## src/rtl/mem_ctrl_pkg.sv

```systemverilog
// mem_ctrl_pkg: FSM encoding, sizing helper and default parameters for mem_ctrl_wq
package mem_ctrl_pkg;
  localparam int DATA_W_DEF = 8;
  localparam int ADDR_W_DEF = 8;
  localparam int WQ_DEPTH_DEF = 8;
  localparam logic [0:0] IDLE = 1'b0;
  localparam logic [0:0] RD_WAIT = 1'b1;
  function automatic int clog2(input int v);
    int r;
    r = 0;
    while ((1 << r) < v) r++;
    return r;
  endfunction
endpackage

```

## src/rtl/mem_ctrl_wq_if.sv

```systemverilog
// mem_ctrl_wq_if: posted-write and request/valid read bundle between requester and controller
interface mem_ctrl_wq_if import mem_ctrl_pkg::*; #(
  parameter int DATA_W = DATA_W_DEF,
  parameter int ADDR_W = ADDR_W_DEF,
  parameter int WQ_DEPTH = WQ_DEPTH_DEF
) ();
  localparam int LW = clog2(WQ_DEPTH) + 1;
  logic wr_valid;
  logic wr_ready;
  logic [ADDR_W-1:0] wr_addr;
  logic [DATA_W-1:0] wr_data;
  logic rd_req;
  logic rd_ready;
  logic [ADDR_W-1:0] rd_addr;
  logic [DATA_W-1:0] rd_data;
  logic rd_valid;
  logic empty;
  logic full;
  logic [LW-1:0] wq_level;
  modport master (
    output wr_valid, wr_addr, wr_data, rd_req, rd_addr,
    input wr_ready, rd_ready, rd_data, rd_valid, empty, full, wq_level
  );
  modport slave (
    input wr_valid, wr_addr, wr_data, rd_req, rd_addr,
    output wr_ready, rd_ready, rd_data, rd_valid, empty, full, wq_level
  );
endinterface

```

## src/rtl/wq_sync_fifo.sv

```systemverilog
// wq_sync_fifo: single-clock first-word-fall-through FIFO with registered level/empty/full
module wq_sync_fifo import mem_ctrl_pkg::*; #(
  parameter int W = 16,
  parameter int DEPTH = 8,
  localparam int PW = clog2(DEPTH)
) (
  input logic clk,
  input logic reset,
  input logic push,
  input logic pop,
  input logic [W-1:0] din,
  output logic [W-1:0] dout,
  output logic empty,
  output logic full,
  output logic [PW:0] level
);
  logic [W-1:0] mem [DEPTH];
  logic [PW-1:0] wp, rp;
  logic do_push, do_pop;
  logic [PW:0] nxt;
  assign do_push = push && !full;
  assign do_pop = pop && !empty;
  assign dout = mem[rp];
  assign nxt = level + (PW+1)'(do_push) - (PW+1)'(do_pop);
  always_ff @(posedge clk)
    if (!reset) begin
      wp <= '0;
      rp <= '0;
      level <= '0;
      empty <= 1'b1;
      full <= 1'b0;
    end else begin
      if (do_push) wp <= wp + PW'(1);
      if (do_pop) rp <= rp + PW'(1);
      level <= nxt;
      empty <= nxt == '0;
      full <= nxt == (PW+1)'(DEPTH);
    end
  always_ff @(posedge clk)
    if (do_push) mem[wp] <= din;
endmodule

```

## src/rtl/mem_ctrl_wq.sv

```systemverilog
// mem_ctrl_wq: block RAM behind a posted write queue; reads admitted only once the queue is drained
module mem_ctrl_wq import mem_ctrl_pkg::*; #(
  parameter int DATA_W = DATA_W_DEF,
  parameter int ADDR_W = ADDR_W_DEF,
  parameter int WQ_DEPTH = WQ_DEPTH_DEF
) (
  input logic clk_mem,
  input logic reset,
  mem_ctrl_wq_if.slave bus
);
  localparam int EW = ADDR_W + DATA_W;
  logic [0:0] state;
  logic [DATA_W-1:0] ram [2**ADDR_W];
  logic [DATA_W-1:0] ram_q;
  logic [EW-1:0] head;
  logic pop, rd_go;
  assign bus.rd_ready = state == IDLE && bus.empty;
  assign bus.wr_ready = !bus.full;
  assign pop = state == IDLE && !bus.empty;
  assign rd_go = bus.rd_ready && bus.rd_req;
  wq_sync_fifo #(.W(EW), .DEPTH(WQ_DEPTH)) u_fifo (
    .clk(clk_mem),
    .reset,
    .push(bus.wr_valid),
    .pop,
    .din({bus.wr_addr, bus.wr_data}),
    .dout(head),
    .empty(bus.empty),
    .full(bus.full),
    .level(bus.wq_level)
  );
  // pop is gated by reset so a discarded queue head never reaches the RAM
  always_ff @(posedge clk_mem) begin
    if (reset && pop) ram[head[EW-1:DATA_W]] <= head[DATA_W-1:0];
    if (rd_go) ram_q <= ram[bus.rd_addr];
  end
  always_ff @(posedge clk_mem)
    if (!reset) begin
      state <= IDLE;
      bus.rd_valid <= 1'b0;
      bus.rd_data <= '0;
    end else begin
      state <= rd_go ? RD_WAIT : IDLE;
      bus.rd_valid <= state == RD_WAIT;
      if (state == RD_WAIT) bus.rd_data <= ram_q;
    end
endmodule
```

## src/flat_wrapper.sv

```systemverilog
// flat-port wrapper written by rule: the top's interface ports become plain ports
module mem_ctrl_wq_flat import mem_ctrl_pkg::*;
#(
  parameter int DATA_W = DATA_W_DEF,
  parameter int ADDR_W = ADDR_W_DEF,
  parameter int WQ_DEPTH = WQ_DEPTH_DEF
)
  (clk_mem, reset, bus_wr_valid, bus_wr_addr, bus_wr_data, bus_rd_req, bus_rd_addr, bus_wr_ready, bus_rd_ready, bus_rd_data, bus_rd_valid, bus_empty, bus_full, bus_wq_level);
  mem_ctrl_wq_if #(.DATA_W(DATA_W), .ADDR_W(ADDR_W), .WQ_DEPTH(WQ_DEPTH)) bus_i ();
  input logic clk_mem;
  input logic reset;
  input wire logic [$bits(bus_i.wr_valid)-1:0] bus_wr_valid;
  input wire logic [$bits(bus_i.wr_addr)-1:0] bus_wr_addr;
  input wire logic [$bits(bus_i.wr_data)-1:0] bus_wr_data;
  input wire logic [$bits(bus_i.rd_req)-1:0] bus_rd_req;
  input wire logic [$bits(bus_i.rd_addr)-1:0] bus_rd_addr;
  output wire logic [$bits(bus_i.wr_ready)-1:0] bus_wr_ready;
  output wire logic [$bits(bus_i.rd_ready)-1:0] bus_rd_ready;
  output wire logic [$bits(bus_i.rd_data)-1:0] bus_rd_data;
  output wire logic [$bits(bus_i.rd_valid)-1:0] bus_rd_valid;
  output wire logic [$bits(bus_i.empty)-1:0] bus_empty;
  output wire logic [$bits(bus_i.full)-1:0] bus_full;
  output wire logic [$bits(bus_i.wq_level)-1:0] bus_wq_level;
  assign bus_i.wr_valid = bus_wr_valid;
  assign bus_i.wr_addr = bus_wr_addr;
  assign bus_i.wr_data = bus_wr_data;
  assign bus_i.rd_req = bus_rd_req;
  assign bus_i.rd_addr = bus_rd_addr;
  assign bus_wr_ready = bus_i.wr_ready;
  assign bus_rd_ready = bus_i.rd_ready;
  assign bus_rd_data = bus_i.rd_data;
  assign bus_rd_valid = bus_i.rd_valid;
  assign bus_empty = bus_i.empty;
  assign bus_full = bus_i.full;
  assign bus_wq_level = bus_i.wq_level;
  mem_ctrl_wq #(.DATA_W(DATA_W), .ADDR_W(ADDR_W), .WQ_DEPTH(WQ_DEPTH)) u_core (.clk_mem(clk_mem), .reset(reset), .bus(bus_i));
endmodule
```

## config.mk

```make
export PLATFORM = sky130hd
export DESIGN_NAME = mem_ctrl_wq_flat
export DESIGN_NICKNAME = d
export VERILOG_FILES = /design/src/rtl/mem_ctrl_pkg.sv /design/src/rtl/mem_ctrl_wq_if.sv /design/src/rtl/wq_sync_fifo.sv /design/src/rtl/mem_ctrl_wq.sv /design/src/flat_wrapper.sv
export SDC_FILE = /design/constraint.sdc
export NUM_CORES = 2
export LEC_CHECK = 0
export ABC_AREA = 1
export BUFFER_PORTS_ARGS = -buffer_cell sky130_fd_sc_hd__buf_2
export CAP_MARGIN = 10
export CORE_UTILIZATION = 57
export CTS_CLUSTER_DIAMETER = 100
export DETAILED_ROUTE_END_ITERATION = 8
export PLACE_DENSITY_LB_ADDON = 0.05
export RECOVER_POWER = 25
export SLEW_MARGIN = 5
export SYNTH_ARGS = -nofsm -noshare
export SYNTH_HDL_FRONTEND = slang
export SYNTH_SLANG_ARGS = --single-unit
```

## constraint.sdc

```tcl
create_clock -name clk_mem -period 9.7 [get_ports clk_mem]
set_input_delay 0.97 -clock clk_mem [delete_from_list [all_inputs] [get_ports clk_mem]]
set_output_delay 0.97 -clock clk_mem [all_outputs]
set_load 0.02 [all_outputs]
```

# Word-level counts from Yosys, hierarchy flattened
# Memory sizes are Yosys's and may differ from the RTL's. A register that Yosys moved wholly into a read port is not among the register bits.
# Cells that the tools add are included.
# word_totals
elab_cells,32
ram_bits,2176
n_memories,2
register_bits,22
input_bits,28
out_inout_bits,17
# memory_table
memory,depth,word_bits,rd,rd_ports_with_merged_regs,write_ports,line_no,source
u_core.ram,256,8,1,1,1,mem_ctrl_wq.sv:13,logic [DATA_W-1:0] ram [2**ADDR_W];
u_core.u_fifo.mem,8,16,1,1,1,wq_sync_fifo.sv:17,logic [W-1:0] mem [DEPTH];
# classes
bitwise,1
add_sub_neg,4
n_mux,7
reduce_logical,9
eq_ne,1
# ops
operator,count
"adder 3 x 1 -> 3 bit, second input constant",2
logical AND 1 bit,6
2-to-1 mux 3 bit,2
2-to-1 mux 1 bit,5
adder 4 x 1 -> 4 bit,1
"== test 4 bit, second input constant",1
zero test 4 bit,1
subtractor 4 x 1 -> 4 bit,1
zero test 1 bit,2
inverter 1 bit,1

# Longest topological paths before layout
# logic_depth
word_depth,5
ltp_mapped,15
mapped_depth_nobuf,11

# Cells and area by module
# A second synthesis with hierarchy kept.
# hier_totals
hier_cells,7536
hier_area_um2,89560.9
# modules_own_cells
mod,seq_area_each_um2,cells_each,area_per_inst_um2,n_inst
mem_ctrl_wq,61939.4,7048,83814.1,1
wq_sync_fifo,4144.0,488,5746.8,1

# Least setup slack after synthesis
# OpenSTA, ideal clock, no wires.
# synth_timing
kind,register to register
startpoint,reg (tool-made name)
endpoint,mem u_core.ram[0][0] (netlist name) (data pin)
required_time_ps,7970
path_slack_ps,-870
period_less_slack_ps,10570
n_path_buf,3
setup_ps,1730
path_stages_with_launch,8
t_arrival_ps,8839
path_cell_list,dfxtp_1 > buf_4 > buf_2 > buf_1 > nor2_1 > nor2_1 > o21ai_0 > a31oi_1
# synth_rtl
item,line_no
end: declaration,mem_ctrl_wq.sv:13

==> out/results.ini <==
[outcome]
status = complete, but fails checks
violations = capacitance limit, slew limit

[setup_path]
critPathMaxStageDelay_ns = 2.60
slowest_stage = clkbuf_2
required_ns = 10.19
path_cells = inv_1 > o21ai_0 > o22ai_1 > nor2_1 > a31oi_4 > clkbuf_2 > buf_4
crit_arrival_ns = 7.06
critical_path_class = flip-flop to flip-flop
worstSetupStartpointType = flip-flop
cp_top_family = buffers and inverters
end_kind = flip-flop
cp_num_buf_inv = 3
critPathMaxFanout = 171

[global_route]
busiest_layer = met2
grt_usage_pct = 30.1
grt_use_met3_pct = 5.67
grt_pass1_wl_mm = 354
antenna_found_initial = 6
overflow = 0
grtUsageMet2_pct = 46.2
grt_max_degree = 206
grt_pass1_vias = 54500
use_met1_pct = 44.1

[cts]
h-tree-depth = 4
root_buffer = clkbuf_16
cts_resized = 0
cts_tree = done
clk_pin_slew_worst_paths_ns = 0.06
cts_buffer_depth = 3
postCtsSetupBuffers = 0
cts_hold_buf = 0
cts_sinks = 2209
cts_buffers = 219
clk_latency_ns = 0.84

[synth]
avgSynthCellArea_um2 = 11.9
ys_ff_latch = 2209
syn_area_um2 = 89100
synth_ff_type = edfxtp_1
synthArstFlopShare_pct = 0
synth_edf_count = 2184
ys_types = 34
ys_seq_area_share_pct = 74.2
yosys_warnings = 0
syn_nets = 7503
synth_cells = 7469

[worst_hold_path]
min_path_type = input pin to flip-flop

[placement]
io_buffers = 44
placed_cell_area_um2 = 90800
dp.final_hpwl_mm = 126
place_congestion = 0.849
placedCellCount = 9134

[cells_and_area]
synthToLayoutAreaGrowth_pct = 9.40
fillCellCount = 11900
multi_input_area_um2 = 20800
layout-drive-gt1-share_pct = 5.65
stdcell_count = 9545
design_area_um2 = 97400
post-route-util_pct = 63.0
regArea_um2 = 66100
layout.nets = 7345

[routing]
drcViolationCount = 0
first_iter_violations = 6369
drt_wl_total_mm = 238
viasPerCell = 6.08
vias = 58000
ant_nets = 0
drtPass1Iterations = 6
wl_per_cell_um = 25.0

[sta]
skew_ns = 0.0286
tns_ns = 0
finalCritPeriodShare_pct = 67.7
max_slew_margin_pct = -161
rsz0062_at_grt = false
fin_crit_ns = 6.56
setup_viol = 0
max_freq_ghz = 0.152
worstMarginPinSlew_ns = 3.91
finalMaxSlewViolations = 203
hold_viol = 0

[floorplanning]
core_um2 = 155000
initial_core_util_pct = 57.6
die_area_um2 = 158000
rows = 144
io_pins = 45
die_w_um = 397
die_h_um = 397

[power]
p_per_area_nw_per_um2 = 259
vdd_drop_max_mv = 0.419
leakage_nw = 33.4

[job]
drv_cap = 2

## kinds of logic (layout without fill, tap and decap cells)
kind of cell    Yosys count  count (layout)  share of synthesized area [%]
xor+xnor                  3               3                         0.0295
fa+ha+maj                 6               6                         0.0927
compound gates          124             124                          0.797
flops                  2209            2209                           74.2
simple gates           4578            4578                           22.4
buf+inv                 549             578                           2.50
other cells               0               3                              0
## Yosys cell counts (9+ instances only)
cell type,instances,area [um^2]
nand2_1,2142,8040
nand3_1,2020,10100
clkbuf_1,325,1220
a31oi_1,9,56.3
nor2_1,378,1420
buf_2,118,591
inv_2,11,41.3
nand3_2,15,150
inv_1,32,120
dfxtp_1,25,500
o22ai_1,23,144
edfxtp_1,2184,65600
buf_1,59,221
o21ai_0,69,345
## through the flow
stage | total power [mW] | hold WS [ns] | worst slack [ns]
CTS | 25.3 | 0.324 | 4.95
detailed placement | 17.3 | 0.483 | 4.42
global route | 25.9 | 0.362 | 2.75
floorplan | 15.8 | 0.447 | -0.868
finish | 25.2 | 0.375 | 3.14
global placement | 17.2 | 0.476 | 4.41
## state kept, by name, indices dropped and copies added (netlist names), named ones only
register,cells
u_core.ram,2048
u_core.u_fifo.empty,1
u_core.u_fifo.level,4
u_core.bus.rd_data,8
u_core.bus.rd_valid,1
u_core.u_fifo.full,1
u_core.state,1
u_core.u_fifo.wp,3
u_core.ram_q,8
u_core.u_fifo.rp,3
u_core.u_fifo.mem,128
## power by group
group	switching, mW	total, mW	internal (mW)
clock network	3.53	8.14	4.61
logic	3.72	4.29	0.572
registers	0.0696	12.8	12.7
total	7.32	25.2	17.9
## routing by layer
layer | wire [um] | share of wire, %
met2 | 111000 | 47
met4 | 6700 | 2.8
met3 | 22100 | 9.3
met1 | 98400 | 41
met5 | 37 | 0.016
## layout make-up
type | count | area share (%)
diodes | 3 | 0.00771
clock buffers | 290 | 6.04
clock inverters | 118 | 0.931
inverters | 43 | 0.191
multi-input cells | 4711 | 21.4
flip-flops and latches | 2209 | 67.8
well taps | 2044 | 2.63
repair buffers | 127 | 0.994
## tightest hold or removal path, stage by stage
cell	delay, ns
buf_2	0.09
inv_1	0.06
nor4_1	0.04
## layout by cell type (no fill, tap or decap), types with 23 or more instances in the layout
cell	count
o22ai_1	23
clkbuf_16	225
clkbuf_1	108
nand3_1	2017
clkinv_1	62
o21ai_0	69
dfxtp_1	25
buf_4	59
nand2_1	2142
edfxtp_1	2184
inv_1	31
nor2_1	379
clkinv_2	29
## path summary, 6_finish.rpt
check,from,endpoint,slack [ns],cells past startpoint
min,bus_rd_req,u_core.state$_SDFF_PN0_,0.37,3
max reg2reg,flip-flop,u_core.ram[197][1]$_DFFE_PP_,3.14,7
max,flip-flop,u_core.ram[197][1]$_DFFE_PP_,3.14,7
min reg2reg,u_core.u_fifo.wp[0]$_SDFFE_PN0P_,u_core.u_fifo.wp[0]$_SDFFE_PN0P_,0.49,2
Power figures use the tool's default switching activity.
